**src/rtl/btn_dir_queue.sv**
```systemverilog
`default_nettype none
// ============================================================================
// Module   : btn_dir_queue
// Brief    : Synchronizes and debounces four touch buttons, turns each press
//            into a 2-bit direction code, queues codes in a small FIFO and
//            releases at most one code per video frame.
// Revision : 1.0 - initial release
// ============================================================================
module btn_dir_queue #(
  parameter int DEBOUNCE_CYCLES = 500000,
  parameter int FIFO_DEPTH      = 4
) (
  input  logic       clk,
  input  logic       rst_n,
  input  logic [3:0] btn_raw_i,
  input  logic       frame_tick_i,
  input  logic       ovf_clr_i,
  output logic [1:0] dir_code_o,
  output logic       dir_strobe_o,
  output logic [2:0] fifo_count_o,
  output logic       overflow_o,
  output logic [3:0] btn_level_o
);

  localparam int         C_PTR_W   = $clog2(FIFO_DEPTH);
  localparam logic [2:0] C_DEPTH   = 3'(FIFO_DEPTH);
  localparam logic [19:0] C_CNT_MAX = 20'(DEBOUNCE_CYCLES - 1);

  // --------------------------------------------------------------------------
  // Input synchronizer
  // --------------------------------------------------------------------------
  logic [3:0] sync1_q;
  logic [3:0] sync2_q;

  // Two-flop synchronizer per button bit, nothing between the stages.
  always_ff @(posedge clk or negedge rst_n) begin
    if (!rst_n) begin
      sync1_q <= '0;
      sync2_q <= '0;
    end else begin
      sync1_q <= btn_raw_i;
      sync2_q <= sync1_q;
    end
  end

  // --------------------------------------------------------------------------
  // Debounce: one counter per button; the stable level only flips after the
  // synchronized input has disagreed with it for DEBOUNCE_CYCLES cycles.
  // --------------------------------------------------------------------------
  logic [3:0] stable_w;

  for (genvar gi = 0; gi < 4; gi++) begin : g_deb
    logic [19:0] cnt_q;
    logic [19:0] cnt_d;
    logic        stable_q;
    logic        stable_d;

    // Count consecutive disagreement; toggle and restart at the terminal count.
    always_comb begin
      cnt_d    = '0;
      stable_d = stable_q;
      if (sync2_q[gi] != stable_q) begin
        if (cnt_q == C_CNT_MAX) begin
          stable_d = ~stable_q;
          cnt_d    = '0;
        end else begin
          cnt_d = cnt_q + 20'd1;
        end
      end
    end

    // Debounce state register.
    always_ff @(posedge clk or negedge rst_n) begin
      if (!rst_n) begin
        cnt_q    <= '0;
        stable_q <= 1'b0;
      end else begin
        cnt_q    <= cnt_d;
        stable_q <= stable_d;
      end
    end

    assign stable_w[gi] = stable_q;
  end

  // --------------------------------------------------------------------------
  // Press detection and priority encoding
  // --------------------------------------------------------------------------
  logic [3:0] stable_prev_q;
  logic [3:0] press_ev;
  logic       ev_any;
  logic       ev_multi;
  logic [1:0] ev_code;

  // Previous-cycle copy of the stable levels for rising-edge detection.
  always_ff @(posedge clk or negedge rst_n) begin
    if (!rst_n) begin
      stable_prev_q <= '0;
    end else begin
      stable_prev_q <= stable_w;
    end
  end

  assign press_ev = stable_w & ~stable_prev_q;
  assign ev_any   = |press_ev;
  // More than one bit set: clearing the lowest set bit leaves something.
  assign ev_multi = |(press_ev & (press_ev - 4'd1));

  // Lowest-index press wins; the others are discarded.
  always_comb begin
    ev_code = 2'd0;
    if (press_ev[0]) begin
      ev_code = 2'd0;
    end else if (press_ev[1]) begin
      ev_code = 2'd1;
    end else if (press_ev[2]) begin
      ev_code = 2'd2;
    end else if (press_ev[3]) begin
      ev_code = 2'd3;
    end
  end

  // --------------------------------------------------------------------------
  // Direction FIFO
  // --------------------------------------------------------------------------
  logic [1:0]         mem_q [FIFO_DEPTH];
  logic [C_PTR_W-1:0] wr_ptr_q;
  logic [C_PTR_W-1:0] rd_ptr_q;
  logic [2:0]         count_q;
  logic [2:0]         count_d;
  logic               pop;
  logic               push;
  logic               drop;

  // A pop frees a slot in the same cycle, so a full queue still accepts a
  // push when a tick arrives; an empty queue never forwards a same-cycle push.
  assign pop  = frame_tick_i && (count_q != 3'd0);
  assign push = ev_any && ((count_q != C_DEPTH) || pop);
  assign drop = ev_any && !push;

  // Occupancy next-state.
  always_comb begin
    count_d = count_q;
    case ({push, pop})
      2'b10:   count_d = count_q + 3'd1;
      2'b01:   count_d = count_q - 3'd1;
      default: count_d = count_q;
    endcase
  end

  // Pointers and occupancy; pointers wrap naturally at the depth.
  always_ff @(posedge clk or negedge rst_n) begin
    if (!rst_n) begin
      wr_ptr_q <= '0;
      rd_ptr_q <= '0;
      count_q  <= '0;
    end else begin
      if (push) begin
        wr_ptr_q <= wr_ptr_q + 1'b1;
      end
      if (pop) begin
        rd_ptr_q <= rd_ptr_q + 1'b1;
      end
      count_q <= count_d;
    end
  end

  // Storage array; cleared on reset so stale codes can never surface.
  always_ff @(posedge clk or negedge rst_n) begin
    if (!rst_n) begin
      for (int i = 0; i < FIFO_DEPTH; i++) begin
        mem_q[i] <= '0;
      end
    end else if (push) begin
      mem_q[wr_ptr_q] <= ev_code;
    end
  end

  // --------------------------------------------------------------------------
  // Output stage
  // --------------------------------------------------------------------------
  logic [1:0] dir_code_q;
  logic       dir_strobe_q;
  logic       overflow_q;
  logic       overflow_d;

  // Sticky overflow: any lost press sets it, and setting beats clearing.
  always_comb begin
    overflow_d = overflow_q;
    if (ovf_clr_i) begin
      overflow_d = 1'b0;
    end
    if (drop || ev_multi) begin
      overflow_d = 1'b1;
    end
  end

  // Applied direction, update strobe and overflow flag.
  always_ff @(posedge clk or negedge rst_n) begin
    if (!rst_n) begin
      dir_code_q   <= 2'd0;
      dir_strobe_q <= 1'b0;
      overflow_q   <= 1'b0;
    end else begin
      if (pop) begin
        dir_code_q <= mem_q[rd_ptr_q];
      end
      dir_strobe_q <= pop;
      overflow_q   <= overflow_d;
    end
  end

  assign dir_code_o   = dir_code_q;
  assign dir_strobe_o = dir_strobe_q;
  assign fifo_count_o = count_q;
  assign overflow_o   = overflow_q;
  assign btn_level_o  = stable_w;

endmodule
`default_nettype wire

```
**config.mk**
```make
export PLATFORM = sky130hd
export DESIGN_NAME = btn_dir_queue
export DESIGN_NICKNAME = d
export VERILOG_FILES = /design/src/rtl/btn_dir_queue.sv
export SDC_FILE = /design/constraint.sdc
export NUM_CORES = 1
export LEC_CHECK = 0
export CAP_MARGIN = 30
export CORE_ASPECT_RATIO = 0.5
export CORE_MARGIN = 2
export CORE_UTILIZATION = 40
export CTS_CLUSTER_SIZE = 25
export DETAILED_ROUTE_END_ITERATION = 10
export HOLD_SLACK_MARGIN = 0.06
export SLEW_MARGIN = 40
export SYNTH_ARGS = -nofsm -noshare
export SYNTH_HDL_FRONTEND = slang
export SYNTH_SLANG_ARGS = --single-unit
```
**constraint.sdc**
```tcl
create_clock -name clk -period 3.5 [get_ports clk]
set_clock_uncertainty 0.15 [all_clocks]
set_input_delay 0.525 -clock clk [delete_from_list [all_inputs] [get_ports clk]]
set_output_delay 0.525 -clock clk [all_outputs]
set_load 0.05 [all_outputs]
```
==> After elaboration in Yosys (flattened, before gate mapping) <==
Cells that the tools add are included.
{ "op_classes": {"add_sub_neg": 9, "eq_ne": 11, "muxes": 21, "magnitude_cmp": 3, "n_bitwise": 9, "reduce_logical": 16} }
{ "ops": {"columns": ["cell", "n"], "rows": [
  ["20-bit 2-to-1 mux", 8],
  ["20-bit by 1-bit adder with 20-bit output (second input constant)", 4],
  ["20-bit by 19-bit == test with 1-bit output (second input constant)", 4],
  ["2-bit 2-to-1 mux", 7],
  ["4-bit bitwise AND", 2],
  ["8-bit bitwise mux", 1],
  ["2-bit AND reduction", 4],
  ["4-bit OR reduction", 2],
  ["3-bit >= comparator (second input constant)", 2],
  ["2-bit NOT with 3-bit output", 2],
  ["3-bit one-hot mux with 2 select lines", 1],
  ["2-bit by 1-bit adder with 2-bit output (second input constant)", 2],
  ["2-bit binary-select mux with 2-bit select", 1],
  ["2-bit demux with 2-bit select", 1],
  ["1-bit logical AND", 4],
  ["1-bit != test", 4],
  ["1-bit NOT", 4],
  ["4-bit NOT", 1],
  ["2-bit nonzero test", 2],
  ["4-bit by 1-bit subtractor with 4-bit output (second input constant)", 1],
  ["3-bit by 1-bit adder with 3-bit output (second input constant)", 1],
  ["3-bit by 1-bit less-than comparator with 1-bit output (second input constant)", 1],
  ["3-bit != test (second input constant)", 1],
  ["3-bit nonzero test", 1],
  ["6 further kinds", 8]
]} }
{ "totals": {"in_bits": 8, "ff_bits": 115} }

==> Logic depth before layout (Yosys ltp) <==
Gate-level depths: netlist of run 1.
{ "logic_depth": {"depth_word": 8, "mapped_depth": 8, "ltp_nobuf": 7} }

==> Worst setup path before layout of run 1 <==
No wires, ideal clock.
{ "synth_timing": {"path_type": "input to register", "startpoint": "in frame_tick_i", "endpoint": "reg count_q[2], in the netlist fifo_count_o[2]", "stages": 7, "arrival_time_ps": 2451, "required_ps": 3224, "path_slack_ps": 773, "cell_sequence": "clkbuf_1 -> o31ai_1 -> inv_1 -> nand2_1 -> fa_1 -> or3_2 -> a311o_1"} }
{ "synth_between": {"elab_chain_len": 5, "elab_cells_between_ends": 7} }
{ "synth_rtl": {"columns": ["item", "line", "rtl"], "rows": [
  ["from (decl)", "16", "input logic frame_tick_i,"],
  ["1-bit logical AND (*)", "137", "assign pop = frame_tick_i && (count_q != 3'd0);"],
  ["named net pop", "131", "logic pop;"],
  ["1-bit logical OR", "138", "assign push = ev_any && ((count_q != C_DEPTH) || pop);"],
  ["1-bit logical AND", "138", null],
  ["2-bit by 1-bit == test with 1-bit output / 2-bit == test (equally long branches)", "144", "case ({push, pop})"],
  ["3-bit one-hot mux with 2 select lines / 2-bit nonzero test (equally long branches)", null, null],
  ["to (signal assigned)", "164", "count_q <= count_d;"],
  ["to (decl)", "129", "logic [2:0] count_q;"]
]} }
Mark *: on every way through the listed nets, which the timed path passes. The rest lies on a longest branch.
A chain may end at the register's enable or synchronous reset.

==> Worst setup path in the final report of run 1 <==
{ "layout_timing": {"startpoint": "reg g_deb[3].stable_q", "endpoint": "reg count_q[2], in the netlist fifo_count_o[2]"} }
{ "layout_between": {"elab_chain_len": 5, "elab_cells_between_ends": 7} }
{ "layout_rtl": {"columns": ["item", "line", "rtl"], "rows": [
  ["from (decl)", "55", "logic stable_q;"],
  ["from (signal assigned)", "79", "stable_q <= stable_d;"],
  ["4-bit bitwise AND (*)", "104", "assign press_ev = stable_w & ~stable_prev_q;"],
  ["4-bit OR reduction (*)", "105", "assign ev_any = |press_ev;"],
  ["1-bit logical AND (*)", "138", null],
  ["2-bit by 1-bit == test with 1-bit output / 2-bit == test (equally long branches)", "144", null],
  ["3-bit one-hot mux with 2 select lines / 2-bit nonzero test (equally long branches)", null, null]
]} }
Mark *: on every way between the ends. The rest lies on a longest branch, timed or not.

==> results summary, run 1 <==
The count of TritonRoute iterations in the first routing pass is 4. For this run, the total global-route usage over all layers was measured as 0.1420. The number of nets in the final layout is 565. The final number of max-transition violations came out at 0.

The number of routed nets with antenna violations is 0. The area share of the largest cell type after synthesis is 0.5233. The share of the Yosys chip area taken by registers is 0.5233.

The kind of critical path is flop to flop. The number of failing hold endpoints at the final stage came to 0. The die covers 0.01476 mm². The maximum number of pins on one net before global-route repair is 62. The tightest min-delay check is of the flop to flop type. Counting flops and latches in the post-synthesis netlist gives 115. In this run the horizontal extent of the chip is 169.8 µm. The largest total area in the synthesized netlist belongs to sky130_fd_sc_hd__dfrtp_1. The clock root buffer master is sky130_fd_sc_hd__clkbuf_16. The clock drives 115 sinks. For this run, the leading register cell type out of synthesis is sky130_fd_sc_hd__dfrtp_1.

From synthesis to final layout, the design area changed by 17.91%. The total negative slack is 0 ps. The starting density of the core is 0.4081. After clock tree synthesis, the clock-pin slew on the worst setup and hold paths is 50 ps. The worst relative slew slack came out at 0.5268. The floorplan core area is 0.01348 mm². Setup repair after global routing left no endpoint under its margin. The library cells used most frequently in the layout, excluding fill and tap cells, are 115 x sky130_fd_sc_hd__dfrtp_1, 101 x sky130_fd_sc_hd__nor2_1, 50 x sky130_fd_sc_hd__nand2_1. In the finished design, the share of the clock period the worst path needs comes to 0.7534. The max-capacitance violation count is 0. The number of antenna violations at the first check in global routing is 0. The capturing element type of the critical path is a flop. Summed over all layers, the global routing overflow is 0.

Synthesis handed over a netlist of 522 instances. TritonCTS built the clock tree. The number of H-tree branching levels came out at 4. Sorting the synthesized cells by area gives the leading types as sky130_fd_sc_hd__dfrtp_1 52%, sky130_fd_sc_hd__xor2_1 7.0%, sky130_fd_sc_hd__nor2_1 6.9%.

Buffers added to address setup during post-CTS repair amount to 0. In the final layout, the share of cells above drive strength 1 is 0.1176. The average wire length per cell after detail routing came out at 13.06 µm. When the netlist entered floorplanning its net count stood at 539. The achievable frequency is 0.3792 GHz. In this run the mean area of a mapped cell was 10.53 µm². The largest buffer count on any clock path is 2. The critical path required time is 3640 ps. The run finished with clean final reports.

The ratio of routed vias to standard cells came out at 4.908. The number of vias in the routed layout is 3617. The vertical die dimension is 86.91 µm. The highest ir drop seen on vdd is 0.0003432 V. The DRC marker count from the first detailed-route iteration came out at 157. The global-route wire length before repair is 16550 µm.

The number of warnings issued by yosys came out at 0. The worst path arrival time came out at 2780 ps. Counting flops with a built-in enable in the synthesized netlist gives 0.

Buffers inserted during clock tree synthesis total 17. The time the final worst path needs with I/O delays and setup came out at 2637 ps. The final setup violation count is 0.

The count of antenna diodes in the layout came out at 0. The reported leakage power is 2.834 nW. Detailed placement finished with a half-perimeter wire length of 6391 µm. The via count of the first global-routing pass came out at 3578.

The clock latency on the worst-skew pair came out at 400 ps. After synthesis, the netlist uses 53 different library cells. The final weighted congestion in routability-driven placement is 0.7753. After routing the design area is 0.006484 mm². The post-synth design cell area is 0.005499 mm².

Leaving out fill and tap cells, the most frequent cell in the layout is sky130_fd_sc_hd__dfrtp_1. The number of rows in the core area came out at 30. The area of placed instances is 0.005841 mm². After filler insertion, the fill cell instance count of the layout stands at 1213. The final wirelength came out at 9622 µm.

The post-cts gate resize count came out at 0. In this run the tool buffered the top-level ports with 18 buffer cells. 19 I/O pins were placed. The maximum net fanout on the critical path is 6. The transition time at the pin with the least slew margin came out at 709.9 ps. The DRC violation count after routing is 0. STA classifies the critical path startpoint as a flop. In this run the power density over the cells is 554.7 mW/mm². The fraction of registers with async set/reset came out at 1.000.
[critical path: stages (launching register included)]
cell,delay [ps]
sky130_fd_sc_hd__dfrtp_1,430
sky130_fd_sc_hd__nor2b_4,160
sky130_fd_sc_hd__a2111oi_4,370
sky130_fd_sc_hd__nand2_1,110
sky130_fd_sc_hd__fa_1,430
sky130_fd_sc_hd__or3_2,500
sky130_fd_sc_hd__a311o_1,360
[cell usage after synthesis (2+ instances only)]
| cell type | instances |
|---|---|
| sky130_fd_sc_hd__nand2_1 | 50 |
| sky130_fd_sc_hd__or2_2 | 2 |
| sky130_fd_sc_hd__o21ai_0 | 2 |
| sky130_fd_sc_hd__mux4_2 | 2 |
| sky130_fd_sc_hd__nor4_4 | 3 |
| sky130_fd_sc_hd__inv_1 | 16 |
| sky130_fd_sc_hd__dfrtp_1 | 115 |
| sky130_fd_sc_hd__nor3_1 | 12 |
| sky130_fd_sc_hd__or2_1 | 2 |
| sky130_fd_sc_hd__nor4_1 | 7 |
| sky130_fd_sc_hd__buf_2 | 4 |
| sky130_fd_sc_hd__nand3_1 | 28 |
| sky130_fd_sc_hd__clkbuf_1 | 4 |
| sky130_fd_sc_hd__and3_1 | 7 |
| sky130_fd_sc_hd__xnor2_1 | 36 |
| sky130_fd_sc_hd__buf_4 | 6 |
| sky130_fd_sc_hd__xor2_1 | 44 |
| sky130_fd_sc_hd__and4_1 | 8 |
| sky130_fd_sc_hd__mux2_2 | 12 |
| sky130_fd_sc_hd__nand4_2 | 3 |
| sky130_fd_sc_hd__nor2_1 | 101 |
| sky130_fd_sc_hd__nor4b_1 | 2 |
| sky130_fd_sc_hd__a21oi_1 | 2 |
| sky130_fd_sc_hd__nand4_1 | 15 |
| sky130_fd_sc_hd__or3_1 | 4 |
| sky130_fd_sc_hd__ha_1 | 8 |
[flip-flops by register name, indices dropped and copies added (netlist names)]
signal / flops
stable_prev_q: 4
dir_code_o: 2
dir_strobe_o: 1
g_deb.stable_q: 4
sync2_q: 4
g_deb.cnt_q: 80
overflow_o: 1
rd_ptr_q: 2
mem_q: 8
wr_ptr_q: 2
sync1_q: 4
fifo_count_o: 3
[kinds of logic after synthesis]
logic type	synth area share
and+or+nand+nor	0.2387
DFF	0.5233
xor gates and xnor gates	0.1304
buffers and inverters	0.02753
AOI/OAI and AO/OA	0.02367
muxes	0.03276
adders and majority gates	0.02366
[area by class of cell]
class | instances | area (µm²) | area share
clock buffers | 23 | 478.0 | 0.07372
clock inverters | 9 | 151.4 | 0.02335
inverters | 16 | 60.06 | 0.009263
multi-input cells | 376 | 2470 | 0.3809
flip-flops and latches | 115 | 2878 | 0.4438
well taps | 176 | 220.2 | 0.03396
repair buffers | 22 | 226.5 | 0.03493
[worst paths after layout]
path | startpoint | endpoint | slack, ps | cells after the start
setup / recovery | g_deb[3].stable_q$_DFFE_PN0P_ | fifo_count_o[2]$_DFFE_PN0P_ | 860 | 6
hold / removal | sync1_q[3]$_DFF_PN0_ | sync2_q[3]$_DFF_PN0_ | 190 | 0
setup reg to reg | g_deb[3].stable_q$_DFFE_PN0P_ | fifo_count_o[2]$_DFFE_PN0P_ | 860 | 6
hold reg to reg | sync1_q[3]$_DFF_PN0_ | sync2_q[3]$_DFF_PN0_ | 190 | 0
max in group asynchronous | rst_n | g_deb[1].cnt_q[9]$_DFF_PN0_ | 1990 | 3
min in group asynchronous | rst_n | g_deb[1].cnt_q[3]$_DFF_PN0_ | 520 | 2
[repair_timing]
action                                  4_1_cts  5_1_grt
endpoints found under the hold margin         0       60
hold buffers                                  0        1
endpoints found under the setup margin        0        0
[metrics by stage]
step | std cells | utilization | setup slack, ps | hold slack, ps | total power, mW
floorplan | 522 | - | 772.8 | 79.41 | 1.684
global placement | 704 | 0.4334 | 592.0 | 183.8 | 1.795
detailed placement | 704 | 0.4334 | 560.0 | 187.3 | 1.800
CTS | 736 | 0.4801 | 856.7 | 95.50 | 3.642
global route | 737 | 0.4812 | 732.7 | 203.2 | 3.743
finish | 737 | 0.4812 | 863.1 | 194.5 | 3.596
[report_power, final]
| group | leakage, nW | switching, mW | internal (mW) |
|---|---|---|---|
| Combinational | 0.958 | 0.197 | 0.130 |
| Sequential | 1.57 | 0.0655 | 1.38 |
| Clock | 0.307 | 0.580 | 1.24 |
[per-layer routing]
| metal | GRT usage | routed length, µm | vias to the layer above |
|---|---|---|---|
| met4 | 0.04662 | 63 | 0 |
| met3 | 0.04225 | 248 | 7 |
| met5 | 0 | 0 | - |
| met2 | 0.2297 | 4450 | 42 |
| met1 | 0.1855 | 4859 | 1762 |
| li1 | - | - | 1806 |
Note: power is estimated with default switching activity, not from simulation.
==> run 2: changes to the inputs <==
- clock period: 3.5 -> 2.3 ns (I/O delays scaled with it)
==> run 2 against run 1 <==
- the flow now finishes with violations (setup timing)
- critical path depth unchanged
- final cell count up 1.8%
- die area unchanged
- register-to-register slack worse by 890 ps
- via count up 1.2%
- critical path type unchanged
- largest power group unchanged
==> results summary, run 2 (synthesis results as in run 1) <==
The run finished, with violations left. The final reports fail on setup timing. The register with the most flip-flops is g_deb.cnt_q. The worst register-to-register path begins at g_deb[1].stable_q$_DFFE_PN0P_. Max-cap violations in this run came to 0.

The highest ir drop seen on vdd came out at 0.0004220 V. TritonCTS built the clock tree. Setup repair after global routing could not meet its margin everywhere. The worst path arrival time is 2450 ps.

The total instance count after detailed placement came out at 720. The number of H-tree branching levels is 4. The maximum net fanout on the critical path came out at 2.

The count of antenna diodes in the layout came out at 0. For this run, the slowest stage of the critical path takes 430 ps. In this run the horizontal extent of the chip is 169.8 µm. The final weighted congestion in routability-driven placement came out at 0.7865.

Broken down by cell family, the worst path's largest delay share belongs to compound AO/OA/AOI/OAI gates. The reported leakage power is 2.871 nW. In the final layout, the registers with the most flip-flops are g_deb.cnt_q (80), mem_q (8). The number of input and output port buffers inserted came out at 18. The clock transition at the register clock pins on the worst setup and hold paths after CTS is 50 ps.

The number of buffers created by CTS came out at 17. Dividing total power by cell area gives a power density of 770.9 mW/mm². The number of rows in the core area came out at 30. The achievable frequency is 0.4297 GHz. The launching element type of the critical path is a flop. The clock latency on the worst-skew pair is 400 ps. The floorplan step defined a die boundary enclosing 0.01476 mm².

The global-route wire length before repair is 17190 µm. The setup path with the least slack is of type flop to flop. The detailed-placement wirelength estimate is 6693 µm. The ratio of routed vias to standard cells came out at 4.881. The final wirelength is 9888 µm. The vertical die dimension is 86.91 µm. The worst register-to-register path ends at fifo_count_o[2]$_DFFE_PN0P_. In the final routed layout, each cell accounts on average for 13.18 µm. The buffer count from post-CTS setup fixing is 0. Across all setup checks in the final design, the least slack found is -27.31 ps.

The worst min-delay path endpoint is sync2_q[0]$_DFF_PN0_. Global routing finished with a remaining overflow of 0. Leaving out fill and tap cells, the most frequent cells in the layout are 112 x sky130_fd_sc_hd__dfrtp_1, 101 x sky130_fd_sc_hd__nor2_1, 49 x sky130_fd_sc_hd__nand2_1.

The overall power came out at 5.019 mW. Before antenna repair, the detailed router went through 4 iterations. The most common cell after layout, fill and taps aside is sky130_fd_sc_hd__dfrtp_1.

The area of placed instances came out at 0.005991 mm². The number of failing hold endpoints at the final stage came to 0. The largest individual stage delay along the critical path comes from the cell sky130_fd_sc_hd__a2111oi_4. The number of cells on the worst reg-to-reg path is 6.

The worst relative slew slack is 0.5298. The number of vias in the routed layout came out at 3661. The time the final worst path needs with I/O delays and setup came out at 2327 ps. The DRC violation count after routing is 0.

The fraction of the core area covered by cells at the end of the flow is 0.4832. Dividing the final minimum period by the clock period gives 1.012. The tree is rooted in a sky130_fd_sc_hd__clkbuf_16. In the final layout, the share of cells above drive strength 1 is 0.1498. The combined buffer and inverter count along the critical path came out at 0.

The via count of the first global-routing pass came out at 3687. The number of nets in the final layout is 581. The capturing element type of the critical path is a flop.

The total global routing track utilization is 0.1482. Hold is met by 198.5 ps. The post-route standard cell area excluding fillers came out at 0.006511 mm². The final setup violation count came out at 1. The critical path goes through and2b_4 > a2111oi_4 > nand2_4 > fa_2 > or3_4 > a311o_1. The number of antenna violations at the first check in global routing came out at 0. The transition time at the pin with the least slew margin is 705.2 ps.

The flip-flop count of the largest register, all copies and words added is 80. The floorplan core area is 0.01348 mm². The worst hold path begins at sync1_q[0]$_DFF_PN0_.

The final number of max-transition violations came out at 0. The maximum number of pins on one net before global-route repair is 50. STA puts the critical path data required time at 2430 ps. The final cell count without fillers came out at 750. The TritonCTS sink count came out at 115. The cell depth of the worst min-delay path came out at 0.

The DRC marker count from the first detailed-route iteration came out at 197. The worst setup slack for register-to-register paths is -30 ps. The number of routed nets with antenna violations came out at 0.

The area growth from synthesis to final layout is 18.41%. The largest buffer count on any clock path came out at 2. For this configuration, the core starts out at a cell density of 0.4081.

The worst hold path belongs to the class flop to flop. The number of ports placed on the die boundary came out at 19.
## run 2: changes by cell type in the layout (fill, tap and decap cells not counted), sizes merged
cell / delta
buf: +16
bufinv: -4
clkinv: +3
clkbuf: -1
clkinvlp: -1
## run 2: layout make-up
class / count / area, µm²
well taps: 176 / 220.2
flip-flops and latches: 115 / 2882
repair buffers: 38 / 355.3
clock inverters: 7 / 35.03
clock buffers: 22 / 474.2
inverters: 16 / 60.06
fillers: 1198 / 6964
multi-input cells: 376 / 2485
## run 2: worst max path at each step
stage	from	to	slack, ps	cells after the start
3_3_place_gp	frame_tick_i	fifo_count_o[2]$_DFFE_PN0P_	-110	7
2_1_floorplan	g_deb[1].stable_q$_DFFE_PN0P_	fifo_count_o[2]$_DFFE_PN0P_	-190	7
5_1_grt	g_deb[1].stable_q$_DFFE_PN0P_	fifo_count_o[2]$_DFFE_PN0P_	-110	6
3_5_place_dp	frame_tick_i	fifo_count_o[2]$_DFFE_PN0P_	-140	7
4_1_cts	g_deb[0].stable_q$_DFFE_PN0P_	fifo_count_o[2]$_DFFE_PN0P_	-80	6
6_report	g_deb[1].stable_q$_DFFE_PN0P_	fifo_count_o[2]$_DFFE_PN0P_	-30	6
## run 2: per-stage QoR
stage	worst slack [ps]	TNS (ps)
2_1_floorplan	-187.8	-187.8
3_3_place_gp	-107.2	-107.2
3_5_place_dp	-135.7	-135.7
4_1_cts	-83.51	-83.51
5_1_grt	-111.9	-111.9
6_report	-27.31	-27.31
## run 2: power by group
| group | total [mW] | switching (mW) | leakage [nW] | internal (mW) |
|---|---|---|---|---|
| clock network | 2.24 | 0.817 | 0.261 | 1.42 |
| logic | 0.579 | 0.329 | 1.05 | 0.249 |
| registers | 2.20 | 0.0944 | 1.57 | 2.11 |
## run 2: metal layers
layer,GRT usage,vias to the layer above,routed length [µm]
li1,-,1841,-
met1,0.1984,1780,5059
met2,0.2356,32,4466
met3,0.04089,8,277
met4,0.05051,0,84
met5,0,-,0
## run 2: what timing repair did
action	CTS	global route
resized for setup	1	0
endpoints found under the setup margin	1	2
hold buffers	1	0
endpoints found under the hold margin	34	0
pin swaps	3	1
